## config.mk

```make
export PLATFORM = sky130hd
export DESIGN_NAME = acondicionador_entradas
export DESIGN_NICKNAME = d
export VERILOG_FILES = /design/src/rtl/acondicionador_entradas.sv
export SDC_FILE = /design/constraint.sdc
export NUM_CORES = 1
export LEC_CHECK = 0
export CORE_ASPECT_RATIO = 1.5
export CORE_MARGIN = 2
export CORE_UTILIZATION = 60
export DETAILED_ROUTE_END_ITERATION = 16
export HOLD_SLACK_MARGIN = 0.06
export PLACE_DENSITY_LB_ADDON = 0.08
export SLEW_MARGIN = 20
export SYNTH_ARGS = -nofsm -noshare
export SYNTH_HDL_FRONTEND = slang
export SYNTH_SLANG_ARGS = --single-unit
```

## constraint.sdc

```tcl
create_clock -name clk -period 9.6 [get_ports clk]
set_clock_uncertainty 0.1 [all_clocks]
set_input_delay 1.92 -clock clk [delete_from_list [all_inputs] [get_ports clk]]
set_output_delay 1.92 -clock clk [all_outputs]
set_load 0.02 [all_outputs]
```

## src/rtl/acondicionador_entradas.sv

```systemverilog
// acondicionador_entradas: synchronizes, debounces and edge-detects the board
// buttons and switches feeding the RTC control top. Buttons arriba/abajo also
// auto-repeat while held alone.
module acondicionador_entradas #(
  parameter int unsigned DEBOUNCE_CYCLES = 1000000,
  parameter int unsigned REPEAT_DELAY    = 50000000,
  parameter int unsigned REPEAT_PERIOD   = 15000000
) (
  input  logic       clk,
  input  logic       reset,
  input  logic [3:0] push_raw,
  input  logic [3:0] sw_raw,
  output logic [3:0] push_pulse,
  output logic [3:0] sw_level,
  output logic [3:0] push_level
);

  localparam int unsigned NUM_IN  = 8;
  localparam int unsigned NUM_REP = 2;
  localparam int unsigned DB_W    = $clog2(DEBOUNCE_CYCLES) + 1;
  localparam int unsigned REP_MAX = (REPEAT_DELAY > REPEAT_PERIOD) ? REPEAT_DELAY : REPEAT_PERIOD;
  localparam int unsigned REP_W   = $clog2(REP_MAX) + 1;

  localparam logic [DB_W-1:0]  DB_LAST     = DB_W'(DEBOUNCE_CYCLES - 1);
  localparam logic [REP_W-1:0] DELAY_LAST  = REP_W'(REPEAT_DELAY - 1);
  localparam logic [REP_W-1:0] PERIOD_LAST = REP_W'(REPEAT_PERIOD - 1);

  typedef enum logic [1:0] {
    ST_IDLE   = 2'd0,
    ST_DELAY  = 2'd1,
    ST_REPEAT = 2'd2
  } rep_state_t;

  // Buttons occupy bits 3:0, switches bits 7:4 of the combined vectors.
  logic [NUM_IN-1:0] raw_all;
  logic [NUM_IN-1:0] sync_meta;
  logic [NUM_IN-1:0] sync;
  logic [NUM_IN-1:0] stable;
  logic [NUM_IN-1:0] stable_next;
  logic [DB_W-1:0]   db_cnt [NUM_IN];

  logic [3:0] push_next;
  logic [3:0] push_rise;
  logic [3:0] edge_pulse;
  logic [3:0] others;

  rep_state_t         rep_state [NUM_REP];
  logic [REP_W-1:0]   rep_cnt   [NUM_REP];
  logic [NUM_REP-1:0] rep_abort;
  logic [NUM_REP-1:0] rep_fire;
  logic [3:0]         rise_others;

  assign raw_all    = {sw_raw, push_raw};
  assign push_level = stable[3:0];
  assign sw_level   = stable[7:4];

  // Two-flop synchronizer for every raw input.
  always_ff @(posedge clk or posedge reset) begin
    if (reset) begin
      sync_meta <= '0;
      sync      <= '0;
    end else begin
      sync_meta <= raw_all;
      sync      <= sync_meta;
    end
  end

  // Stable value each input will hold after this edge; lets pulses line up with the level.
  always_comb begin
    stable_next = stable;
    for (int unsigned i = 0; i < NUM_IN; i++) begin
      if ((sync[i] != stable[i]) && (db_cnt[i] == DB_LAST)) begin
        stable_next[i] = sync[i];
      end
    end
  end

  // Per-input debounce counters and stable registers.
  always_ff @(posedge clk or posedge reset) begin
    if (reset) begin
      stable <= '0;
      for (int unsigned i = 0; i < NUM_IN; i++) begin
        db_cnt[i] <= '0;
      end
    end else begin
      stable <= stable_next;
      for (int unsigned i = 0; i < NUM_IN; i++) begin
        if ((sync[i] == stable[i]) || (db_cnt[i] == DB_LAST)) begin
          db_cnt[i] <= '0;
        end else begin
          db_cnt[i] <= db_cnt[i] + DB_W'(1);
        end
      end
    end
  end

  assign push_next = stable_next[3:0];
  assign push_rise = push_next & ~stable[3:0];

  // A press counts only if it qualifies while no other button is stable-high.
  always_comb begin
    edge_pulse = '0;
    others     = '0;
    for (int unsigned i = 0; i < 4; i++) begin
      others        = push_next;
      others[i]     = 1'b0;
      edge_pulse[i] = push_rise[i] && (others == 4'b0000);
    end
  end

  // Repeat abort/fire decisions: release or another press cancels silently.
  always_comb begin
    rep_abort   = '0;
    rep_fire    = '0;
    rise_others = '0;
    for (int unsigned i = 0; i < NUM_REP; i++) begin
      rise_others    = push_rise;
      rise_others[i] = 1'b0;
      rep_abort[i]   = !push_next[i] || (rise_others != 4'b0000);
      rep_fire[i]    = !rep_abort[i] &&
                       (((rep_state[i] == ST_DELAY)  && (rep_cnt[i] == DELAY_LAST)) ||
                        ((rep_state[i] == ST_REPEAT) && (rep_cnt[i] == PERIOD_LAST)));
    end
  end

  // Auto-repeat FSMs for arriba (bit 0) and abajo (bit 1).
  always_ff @(posedge clk or posedge reset) begin
    if (reset) begin
      for (int unsigned i = 0; i < NUM_REP; i++) begin
        rep_state[i] <= ST_IDLE;
        rep_cnt[i]   <= '0;
      end
    end else begin
      for (int unsigned i = 0; i < NUM_REP; i++) begin
        case (rep_state[i])
          ST_IDLE: begin
            rep_cnt[i] <= '0;
            if (edge_pulse[i]) begin
              rep_state[i] <= ST_DELAY;
            end
          end
          ST_DELAY: begin
            if (rep_abort[i]) begin
              rep_state[i] <= ST_IDLE;
              rep_cnt[i]   <= '0;
            end else if (rep_cnt[i] == DELAY_LAST) begin
              rep_state[i] <= ST_REPEAT;
              rep_cnt[i]   <= '0;
            end else begin
              rep_cnt[i] <= rep_cnt[i] + REP_W'(1);
            end
          end
          ST_REPEAT: begin
            if (rep_abort[i]) begin
              rep_state[i] <= ST_IDLE;
              rep_cnt[i]   <= '0;
            end else if (rep_cnt[i] == PERIOD_LAST) begin
              rep_cnt[i] <= '0;
            end else begin
              rep_cnt[i] <= rep_cnt[i] + REP_W'(1);
            end
          end
          default: begin
            rep_state[i] <= ST_IDLE;
            rep_cnt[i]   <= '0;
          end
        endcase
      end
    end
  end

  // Registered action pulses: press edges plus repeat pulses of bits 0/1.
  always_ff @(posedge clk or posedge reset) begin
    if (reset) begin
      push_pulse <= '0;
    end else begin
      push_pulse <= edge_pulse | {2'b00, rep_fire};
    end
  end

endmodule

```

==> results.md, run 1 <==
* Outcome: finished clean
* Maximum number of pins on one net before global-route repair at 135
* Drc violations at 0
* Period Utilization, post-route at 0.380
* Top Family by Delay on Critical Path: buffers and inverters
* Site Rows at 63
* Non-filler cells in the finished layout at about 1,500
* Post-layout worst setup margin at 5.95 ns
* P_int at 1.69 mW
* Final critical delay including setup and external delays at 3.65 ns
* Internal reg-to-reg setup slack at 6.55 ns
* Crit path largest cell delay at 0.65 ns
* Compound-gate portion of the synthesized area at 0.0225
* Detailed placer's ending HPWL at approximately 15,000 um
* Kind of start point of the critical path: flop
* Switching share of power at 0.209
* Cell count after synthesis at 1,234
* Sequential fraction of the synthesis area at 0.521
* Clock input transition at the sequential cells of the worst setup and hold paths at around 0.06 ns
* Most area-hungry cell type in the Yosys netlist: sky130_fd_sc_hd__dfrtp_1
* Area share of the largest cell type after synthesis at 0.521
* Total placed cells including tap cells at 1,491
* WL/cell at around 14 um
* Die Width at 120 um
* Number of cells on the worst reg-to-reg path at 7
* Post-synth EDFFs at 0
* Kind of critical path: reg -> out
* Hold buffer count at cts at 0
* Ports at 22
* CTS H-tree lvls at 1
* Unrepaired setup endpoints after global routing: false
* Post-synthesis net count at 1,260
* Total net switching power at 447 uW
* Core Region at 19,900 sq um
* Top area cells in the synthesized netlist: sky130_fd_sc_hd__dfrtp_1 (52%), sky130_fd_sc_hd__xor2_1 (9.0%), sky130_fd_sc_hd__nor2_1 (8.1%), sky130_fd_sc_hd__xnor2_1 (5.5%), sky130_fd_sc_hd__nand3_1 (3.7%)
* Global-route usage over all layers at 0.218
* Initial Utilization at 0.614
* Global-route wire length before repair at 39,300 um
* Number of buffers inserted by post-CTS setup repair at 0
* Peak ir drop on the vdd network at 0.116 mV
* Full die area at 21,500 sq um
* Setup Viol. Count Final at 0
* Hold Crit Class: reg -> reg
* Critical Path Sink Type: output port
* Violation count after the first detailed-routing iteration at 383
* Share of synthesized cell area in and, or, nand and nor gates at 0.271
* Number of pins with negative max-slew slack in the final report at 0
* Proportion of power drawn by the clock network at 0.463
* Area share of xor/xnor cells in the synthesized design at 0.144
* Weighted congestion reported at the end of routability-driven placement at 0.808
* Peak clock frequency supported by timing at ~270 MHz
* Max-capacitance violation count at 0
* Hold slack at roughly 0.25 ns
* Resized cells post-CTS at 0
* Die Span Y at between 150 and 200 um
* Final hold violation count at 0
* Power density of the placed cells at 158 nW/um^2
* Number of antenna violations at the first check in global routing at 0
* Proportion of synthesized area in mux cells at 0.00636
* Headroom to the max-slew limit at 0.403
* Max Buffers Root-to-Sink at 3
* Origin of the critical flop-to-flop path: db_cnt[100]
* Cells on Worst Hold Path at 0
* Largest fanout of any net on the critical path at 5
* P&R area growth vs syn at 10.5%
* Count of input and output buffers at 21
* Clock Root Buffer: sky130_fd_sc_hd__clkbuf_16
* Static leakage power at 5.75 nW
* Total number of vias at around 8,400
* Number of synthesized register bits at 254
* PnR Total Power at 2.14 mW
* Number of nets in the layout at roughly 1,300
* Hold Path Sink: sync[4]
* Fraction of power consumed by combinational cells at 0.025
* First-pass DRT Iterations at 4
* Terminus of the critical flop-to-flop path: rep_state[0]
* Cell variety after synth at 57
* Post-route setup TNS at 0 ns
* Cell area after technology mapping at 12,200 sq um
* Diodes inserted at 0
* Mapped Avg Cell Area at 9.88 sq um
* Sinks on Clock Net at roughly 250
* Fraction of registers with async set/reset at 1.00
* Data arrival at the endpoint of the critical path at between 1.5 and 2 ns
* Clock insertion delay at the later pin of the skew report at 0.52 ns
* Post-Synth Adder-Cell Area at 0.0164
* Synth warnings at 0
* Main combinational cell family by area after synthesis: simple AND/OR/NAND/NOR gates
* Commonest register cell after synthesis: sky130_fd_sc_hd__dfrtp_1
* Req. time, crit path at 7.58 ns
* Sequential power share at 0.512
* Clock tree from TritonCTS: yes
* Overflow after GRT at 0
* Pre-CTS worst setup slack at 5.47 ns
* Library cell contributing the largest single delay on the critical path: sky130_fd_sc_hd__clkdlybuf4s50_1
* Hold Startpoint: sync_meta[4]
* Worst-margin pin slew at 0.895 ns
* Antenna viol nets, final at 0
* Wirelength, routed at 21,800 um
* Number of buffers and inverters on the critical path at 1
* Via-to-Cell Ratio at ~5.5
* Via count of the first global-routing pass at 8,630
* Fraction of layout cells with a size suffix above 1 at 0.0549
* Sequence of cells on the critical path: clkdlybuf4s50_1
* Inserted Clock Buffers at 25
-- worst max path at each step --
| stage | start | endpoint | slack [ns] | depth (start not counted) |
|---|---|---|---|---|
| 3_3_place_gp | reset | db_cnt[105] | 5.47 | 3 |
| 3_5_place_dp | reset | db_cnt[114] | 5.47 | 3 |
| 2_1_floorplan | reset | db_cnt[0] | 0.59 | 1 |
| 4_1_cts | stable[1] | push_level[1] | 5.90 | 1 |
| 6_report | stable[1] | push_level[1] | 5.95 | 1 |
| 5_1_grt | reset | push_pulse[3] | 5.78 | 3 |
-- through the flow --
step / utilization / instance area, sq um
final: 0.679 / 13500
after global routing: 0.679 / 13500
after CTS: 0.679 / 13500
after detailed placement: 0.637 / 12700
after global placement: 0.637 / 12700
after floorplan: - / 12200
-- Yosys cell counts, types with 4 or more instances --
master                       n
sky130_fd_sc_hd__mux2_2      4
sky130_fd_sc_hd__inv_1      29
sky130_fd_sc_hd__and2_1     17
sky130_fd_sc_hd__xor2_1    125
sky130_fd_sc_hd__nor3_1     27
sky130_fd_sc_hd__o21ai_0    10
sky130_fd_sc_hd__or2_2       4
sky130_fd_sc_hd__a21oi_1     9
sky130_fd_sc_hd__and4_1     24
sky130_fd_sc_hd__nor4b_1     9
sky130_fd_sc_hd__clkbuf_1   23
sky130_fd_sc_hd__xnor2_1    76
sky130_fd_sc_hd__nand2_1    84
sky130_fd_sc_hd__nand3_1    89
sky130_fd_sc_hd__buf_2       4
sky130_fd_sc_hd__nor2b_1     4
sky130_fd_sc_hd__nor2_1    262
sky130_fd_sc_hd__ha_1       16
sky130_fd_sc_hd__or3_1       8
sky130_fd_sc_hd__nor4_1     21
sky130_fd_sc_hd__dfrtp_1   254
sky130_fd_sc_hd__nand4_1    50
sky130_fd_sc_hd__and3_1     35
-- layout by cell type, fill, tap and decap left out, types with 2 or more instances in the layout --
cell	count
sky130_fd_sc_hd__dfrtp_1	254
sky130_fd_sc_hd__nand3_1	89
sky130_fd_sc_hd__bufinv_16	3
sky130_fd_sc_hd__nand4_1	50
sky130_fd_sc_hd__nor3_4	2
sky130_fd_sc_hd__a21oi_1	9
sky130_fd_sc_hd__and4_1	24
sky130_fd_sc_hd__a21o_1	3
sky130_fd_sc_hd__nor3_1	27
sky130_fd_sc_hd__clkbuf_16	25
sky130_fd_sc_hd__clkbuf_1	8
sky130_fd_sc_hd__xnor2_1	76
sky130_fd_sc_hd__inv_1	28
sky130_fd_sc_hd__and2_1	17
sky130_fd_sc_hd__a211oi_2	3
sky130_fd_sc_hd__clkinv_2	5
sky130_fd_sc_hd__nor4_1	21
sky130_fd_sc_hd__ha_1	16
sky130_fd_sc_hd__buf_4	3
sky130_fd_sc_hd__nor2b_1	4
sky130_fd_sc_hd__or2_2	4
sky130_fd_sc_hd__and4_2	2
sky130_fd_sc_hd__nand2_1	84
sky130_fd_sc_hd__mux2_2	4
sky130_fd_sc_hd__nor2_1	262
sky130_fd_sc_hd__or3_1	8
sky130_fd_sc_hd__nand4_2	3
sky130_fd_sc_hd__o21ai_0	9
sky130_fd_sc_hd__nor4b_1	9
sky130_fd_sc_hd__nand2b_1	3
sky130_fd_sc_hd__clkbuf_8	4
sky130_fd_sc_hd__clkdlybuf4s50_1	21
sky130_fd_sc_hd__a31oi_1	3
sky130_fd_sc_hd__and4b_1	2
sky130_fd_sc_hd__xor2_1	125
sky130_fd_sc_hd__or4_4	3
sky130_fd_sc_hd__nand3b_1	2
sky130_fd_sc_hd__and3_1	35
-- layout make-up --
class	count	area, sq um
inverters	30	120
well taps	260	325
clock buffers	37	711
flip-flops and latches	254	6360
repair buffers	24	233
clock inverters	8	115
fillers	1589	6390
multi-input cells	923	5620
-- power groups by stage --
stage | Clock [mW] | Sequential (mW) | Combinational [mW]
2_1_floorplan | 0 | 1.11 | 0.0403
3_3_place_gp | 0 | 1.11 | 0.0555
3_5_place_dp | 0 | 1.11 | 0.0564
4_1_cts | 1.01 | 1.09 | 0.0568
5_1_grt | 1.06 | 1.09 | 0.0646
6_report | 0.988 | 1.09 | 0.0540
-- sequential cells by signal, summed over array words and instances, names as in the netlist --
register	count
rep_cnt	54
sync	8
rep_state	4
db_cnt	168
push_pulse	4
sync_meta	8
stable	8
-- per-layer routing --
layer	up-vias	global-route usage	wire length (um)
met5	-	0	0
met4	0	0.0422	223
met3	17	0.0288	609
met2	75	0.395	11300
met1	4119	0.280	9680
li1	4238	-	-
-- cells by family after synthesis --
group                    count (synthesis)
flip-flops                             254
AO/OA/AOI/OAI                           40
adder cells (fa/ha/maj)                 16
AND/OR/NAND/NOR                        660
buffers and inverters                   57
multiplexers                             6
XOR/XNOR                               201
(Power assumes the default switching activity.)
==> run 2: changes to the inputs <==
--- a/config.mk
+++ b/config.mk
@@ -7,7 +7,7 @@
 export LEC_CHECK = 0
 export CORE_ASPECT_RATIO = 1.5
 export CORE_MARGIN = 2
-export CORE_UTILIZATION = 60
+export CORE_UTILIZATION = 57
 export DETAILED_ROUTE_END_ITERATION = 16
 export HOLD_SLACK_MARGIN = 0.06
 export PLACE_DENSITY_LB_ADDON = 0.08
==> constraint.sdc (replaced) <==
create_clock -name clk -period 3.3 [get_ports clk]
set_clock_uncertainty 0.1 [all_clocks]
set_input_delay 0.66 -clock clk [delete_from_list [all_inputs] [get_ports clk]]
set_output_delay 0.66 -clock clk [all_outputs]
set_load 0.02 [all_outputs]
==> results.md, run 2 (synthesis results as in run 1) <==
* Pre-CTS worst setup slack at around 0.32 ns
* Wirelength, routed at 22,400 um
* Largest fanout of any net on the critical path at 26
* Weighted congestion reported at the end of routability-driven placement at 0.808
* Number of nets in the layout at 1,288
* Core Region at between 20,000 and 25,000 sq um
* Largest register by flop count: db_cnt
* Die Span Y at 183 um
* Hold Path Sink: sync[0]
* Critical Path Sink Type: flop
* Internal reg-to-reg setup slack at 0.32 ns
* Period Utilization, post-route at 0.902
* Hold buffer count at cts at 0
* Final hold violation count at 0
* Diodes inserted at 0
* Inserted Clock Buffers at 25
* Via count of the first global-routing pass at 8,966
* Crit path largest cell delay at 0.65 ns
* Origin of the critical flop-to-flop path: db_cnt[155]
* Most common cell after layout, fill and taps aside: sky130_fd_sc_hd__nor2_1
* Outcome: finished clean
* Sequence of cells on the critical path: or4_4 > nor3_4 > nand4_1 > a211oi_2 > nand4_2 > nor2_1
* Detailed placer's ending HPWL at 14,900 um
* Final critical delay including setup and external delays at 2.98 ns
* Kind of critical path: reg -> reg
* Global-route usage over all layers at 0.213
* Hold Startpoint: sync_meta[0]
* Cells on Worst Hold Path at 0
* Count of input and output buffers at 21
* Ports at 22
* P&R area growth vs syn at 11.8%
* Via-to-Cell Ratio at 5.51
* Terminus of the critical flop-to-flop path: rep_cnt[44]
* Number of cells on the worst reg-to-reg path at 6
* CTS H-tree lvls at 1
* WL/cell at 14.4 um
* Static leakage power at 5.81 nW
* Total number of vias at 8,524
* Drc violations at 0
* Maximum number of pins on one net before global-route repair at 91
* Number of buffers inserted by post-CTS setup repair at 0
* Clock input transition at the sequential cells of the worst setup and hold paths at 0.06 ns
* Overflow after GRT at 0
* Total placed cells including tap cells at 1,503
* Unrepaired setup endpoints after global routing: false
* First-pass DRT Iterations at 4
* Kind of start point of the critical path: flop
* Antenna viol nets, final at 0
* Number of antenna violations at the first check in global routing at 0
* Max Buffers Root-to-Sink at 3
* Flip-flop count of the largest register, all copies and words added at about 170
* Data arrival at the endpoint of the critical path at 3.30 ns
* Clock Root Buffer: sky130_fd_sc_hd__clkbuf_16
* Number of pins with negative max-slew slack in the final report at 0
* Full die area at 22,600 sq um
* Library cell contributing the largest single delay on the critical path: sky130_fd_sc_hd__nand4_2
* Clock insertion delay at the later pin of the skew report at 0.53 ns
* Hold Crit Class: reg -> reg
* Summed area of non-filler cells in the final layout at approximately 14,000 sq um
* Violation count after the first detailed-routing iteration at 490
* Resized cells post-CTS at 0
* Peak ir drop on the vdd network at 0.448 mV
* Non-filler cells in the finished layout at roughly 1,500
* Clock tree from TritonCTS: yes
* Commonest cells after routing, fill and taps aside: sky130_fd_sc_hd__nor2_1 (262), sky130_fd_sc_hd__dfrtp_1 (254), sky130_fd_sc_hd__xor2_1 (125), sky130_fd_sc_hd__nand3_1 (89), sky130_fd_sc_hd__nand2_1 (84)
* Post-layout worst setup margin at 0.323 ns
* Site Rows at 65
* Sinks on Clock Net at 254
* Setup Viol. Count Final at 0
* Peak clock frequency supported by timing at 336 MHz
* Dpl cell area at about 13,000 sq um
* Max-capacitance violation count at 0
* Registers with the most flip-flops: db_cnt x168, rep_cnt x54
* Initial Utilization at 0.581
* Headroom to the max-slew limit at 0.509
* Worst-margin pin slew at between 0.7 and 0.8 ns
* Die Width at ~120 um
* Req. time, crit path at 3.63 ns
* Hold slack at ~0.25 ns
* Post-route setup TNS at 0 ns
* Global-route wire length before repair at 40,400 um
* Fraction of layout cells with a size suffix above 1 at 0.0625
* Power density of the placed cells at 474 nW/um^2
## run 2: cell types whose count changed in the layout (fill, tap and decap cells not counted), sizes merged
cell	before	now
buf	3	7
bufinv	3	5
clkbuf	37	33
clkinvlp	0	2
## run 2: worst max-delay path by stage
stage,from,end,slack [ns],cells after the start
after floorplan,reset,db_cnt[0],-0.80,1
after global placement,db_cnt[139],rep_cnt[25],0.37,6
after detailed placement,db_cnt[139],rep_cnt[25],0.32,6
after CTS,db_cnt[139],rep_cnt[25],0.26,6
after global routing,db_cnt[157],rep_cnt[31],0.04,6
final,db_cnt[155],rep_cnt[44],0.32,6
## run 2: stage by stage
step | utilization | power, mW
2_1_floorplan | - | 3.35
3_3_place_gp | 0.606 | 3.40
3_5_place_dp | 0.606 | 3.41
4_1_cts | 0.649 | 6.54
5_1_grt | 0.650 | 6.70
6_report | 0.650 | 6.46
## run 2: area by class of cell
cell class	instances	area (sq um)
sequential	254	6360
timing repair buffer	28	288
tap	268	335
fill	1703	7350
clock buffer	33	716
multi-input combinational	923	5630
inverter	30	116
clock inverter	12	191
## run 2: worst max-delay path, delay by kind of cell (launching register included)
kind               cells  cell delay, ns
DFF                    1            0.41
AOI/OAI and AO/OA      1            0.49
and+or+nand+nor        5            1.88
## run 2: per-layer routing
metal,share of wire,up-vias,GRT usage
met2,0.51,92,0.373
li1,-,4244,-
met4,0.022,0,0.0582
met1,0.44,4151,0.275
met3,0.029,37,0.0283
met5,0,-,0
## run 2: power by group
group | internal (mW) | switching, mW | leakage, nW
sequential | 3.15 | 0.0302 | 3.49
combinational | 0.0463 | 0.117 | 1.87
clock | 1.91 | 1.20 | 0.448
total | 5.11 | 1.35 | 5.81
==> run 3: changes to the inputs <==
--- a/config.mk
+++ b/config.mk
@@ -7,7 +7,7 @@
 export LEC_CHECK = 0
 export CORE_ASPECT_RATIO = 1.5
 export CORE_MARGIN = 2
-export CORE_UTILIZATION = 57
+export CORE_UTILIZATION = 30
 export DETAILED_ROUTE_END_ITERATION = 16
 export HOLD_SLACK_MARGIN = 0.06
 export PLACE_DENSITY_LB_ADDON = 0.08
==> results.md, run 3 (synthesis results as in run 1) <==
* Outcome: finished clean
* Total net switching power at 1.48 mW
* Peak clock frequency supported by timing at 357 MHz
* Data arrival at the endpoint of the critical path at around 3.2 ns
* Sequential power share at 0.481
* Number of cells on the worst reg-to-reg path at 7
* Flip-flop count of the largest register, all copies and words added at 168
* Fraction of power consumed by combinational cells at 0.026
* Site Rows at 90
* Non-filler cells in the finished layout at 1,798
* Global-route wire length before repair at ~44,000 um
* Kind of start point of the critical path: flop
* Detailed-routed wire length on met3 at 744 um
* Largest register by flop count: db_cnt
* Diodes inserted at 0
* Via-to-Cell Ratio at between 4 and 5
* Static leakage power at 5.87 nW
* Die Span Y at between 200 and 300 um
* Peak ir drop on the vdd network at roughly 0.34 mV
* Req. time, crit path at 3.67 ns
* Fraction of layout cells with a size suffix above 1 at 0.0673
* Critical Path Sink Type: flop
* Final hold violation count at 0
* CTS H-tree lvls at 1
* Met2 routed WL at around 13,000 um
* Number of pins with negative max-slew slack in the final report at 0
* Proportion of power drawn by the clock network at 0.492
* Commonest cells after routing, fill and taps aside: sky130_fd_sc_hd__nor2_1 (262), sky130_fd_sc_hd__dfrtp_1 (254), sky130_fd_sc_hd__xor2_1 (125), sky130_fd_sc_hd__nand3_1 (89), sky130_fd_sc_hd__nand2_1 (84)
* Weighted congestion reported at the end of routability-driven placement at 0.748
* Antenna viol nets, final at 0
* Sinks on Clock Net at 254
* Number of buffers inserted by post-CTS setup repair at 0
* Clock insertion delay at the later pin of the skew report at 0.56 ns
* Max-capacitance violation count at 0
* Maximum number of pins on one net before global-route repair at 62
* Routed met1 length at between 10,000 and 15,000 um
* Max Buffers Root-to-Sink at 3
* Detailed placer's ending HPWL at 17,300 um
* P&R area growth vs syn at 14.9%
* Top sig layer: met4
* Global-route usage over all layers at 0.125
* Die Width at between 150 and 200 um
* Clock tree from TritonCTS: yes
* Cells on Worst Hold Path at 0
* Largest fanout of any net on the critical path at 5
* WL/cell at 14.4 um
* Headroom to the max-slew limit at 0.469
* Unrepaired setup endpoints after global routing: false
* Registers with the most flip-flops: db_cnt x168, rep_cnt x54
* Full die area at 42,300 sq um
* Inserted Clock Buffers at 29
* Via count of the first global-routing pass at between 8,000 and 9,000
* Setup Viol. Count Final at 0
* Switching share of power at 0.224
* First-pass DRT Iterations at 4
* Worst-margin pin slew at 0.791 ns
* Period Utilization, post-route at 0.849
* Core Region at 40,200 sq um
* Total number of vias at 8,524
* Post-layout utilization of the core at 0.348
* Clock Root Buffer: sky130_fd_sc_hd__clkbuf_16
* Number of antenna violations at the first check in global routing at 0
* Overflow after GRT at 0
* Drc violations at 0
* P_int at 5.13 mW
* Power density of the placed cells at 472 nW/um^2
* Clock input transition at the sequential cells of the worst setup and hold paths at 0.06 ns
* Initial Utilization at 0.303
* Violation count after the first detailed-routing iteration at around 400
* Final critical delay including setup and external delays at 2.80 ns
* Number of nets in the layout at about 1,300
* Kind of critical path: reg -> reg
* Hold buffer count at cts at 0
* Hold Crit Class: reg -> reg
* Wirelength, routed at 25,800 um
* Hold slack at 0.246 ns
* Most common cell after layout, fill and taps aside: sky130_fd_sc_hd__nor2_1
* Count of input and output buffers at 21
* Total placed cells including tap cells at approximately 1,700
* Ports at 22
* Resized cells post-CTS at 0
run 3: through the flow:
step / instance area, sq um / setup slack (ns) / TNS [ns] / power, mW
finish: 14000 / 0.499 / 0 / 6.61
detailed placement: 13100 / 0.447 / 0 / 3.42
floorplan: 12200 / -0.804 / -204.13 / 3.35
global route: 14000 / 0.329 / 0 / 6.92
global placement: 13100 / 0.497 / 0 / 3.42
CTS: 14000 / 0.441 / 0 / 6.78
run 3: path summary, 6_finish.rpt:
path	from	endpoint	slack (ns)
min in group asynchronous	reset	db_cnt[24]	0.41
max in group asynchronous	reset	db_cnt[164]	1.85
setup / recovery	db_cnt[100]	rep_state[0]	0.50
hold reg to reg	sync_meta[7]	sync[7]	0.25
setup reg to reg	db_cnt[100]	rep_state[0]	0.50
hold / removal	sync_meta[7]	sync[7]	0.25
run 3: critical path, cell delays in order (launching register included):
cell and delay [ns]:
sky130_fd_sc_hd__dfrtp_1 0.40, sky130_fd_sc_hd__nand4_1 0.14, sky130_fd_sc_hd__or4b_2 0.62, sky130_fd_sc_hd__nor3_1 0.33, sky130_fd_sc_hd__mux2i_1 0.30, sky130_fd_sc_hd__inv_1 0.10, sky130_fd_sc_hd__or4_4 0.50, sky130_fd_sc_hd__a211oi_2 0.22
run 3: layout make-up:
class | count | area, sq um
well taps | 506 | 633
inverters | 30 | 116
clock inverters | 12 | 139
clock buffers | 40 | 807
repair buffers | 33 | 338
flip-flops and latches | 254 | 6360
fillers | 4058 | 26200
multi-input cells | 923 | 5620
run 3: power groups by stage:
stage | Clock, mW | Sequential, mW | Combinational (mW)
after global routing | 3.53 | 3.19 | 0.204
final | 3.25 | 3.18 | 0.172
after global placement | 0 | 3.24 | 0.184
after floorplan | 0 | 3.23 | 0.118
after CTS | 3.41 | 3.18 | 0.184
after detailed placement | 0 | 3.24 | 0.183
run 3: layer usage:
layer  vias up  track usage
li1       4273            -
met1      4150        0.152
met2        64        0.226
met3        37       0.0184
met4         0       0.0401
met5         -            0
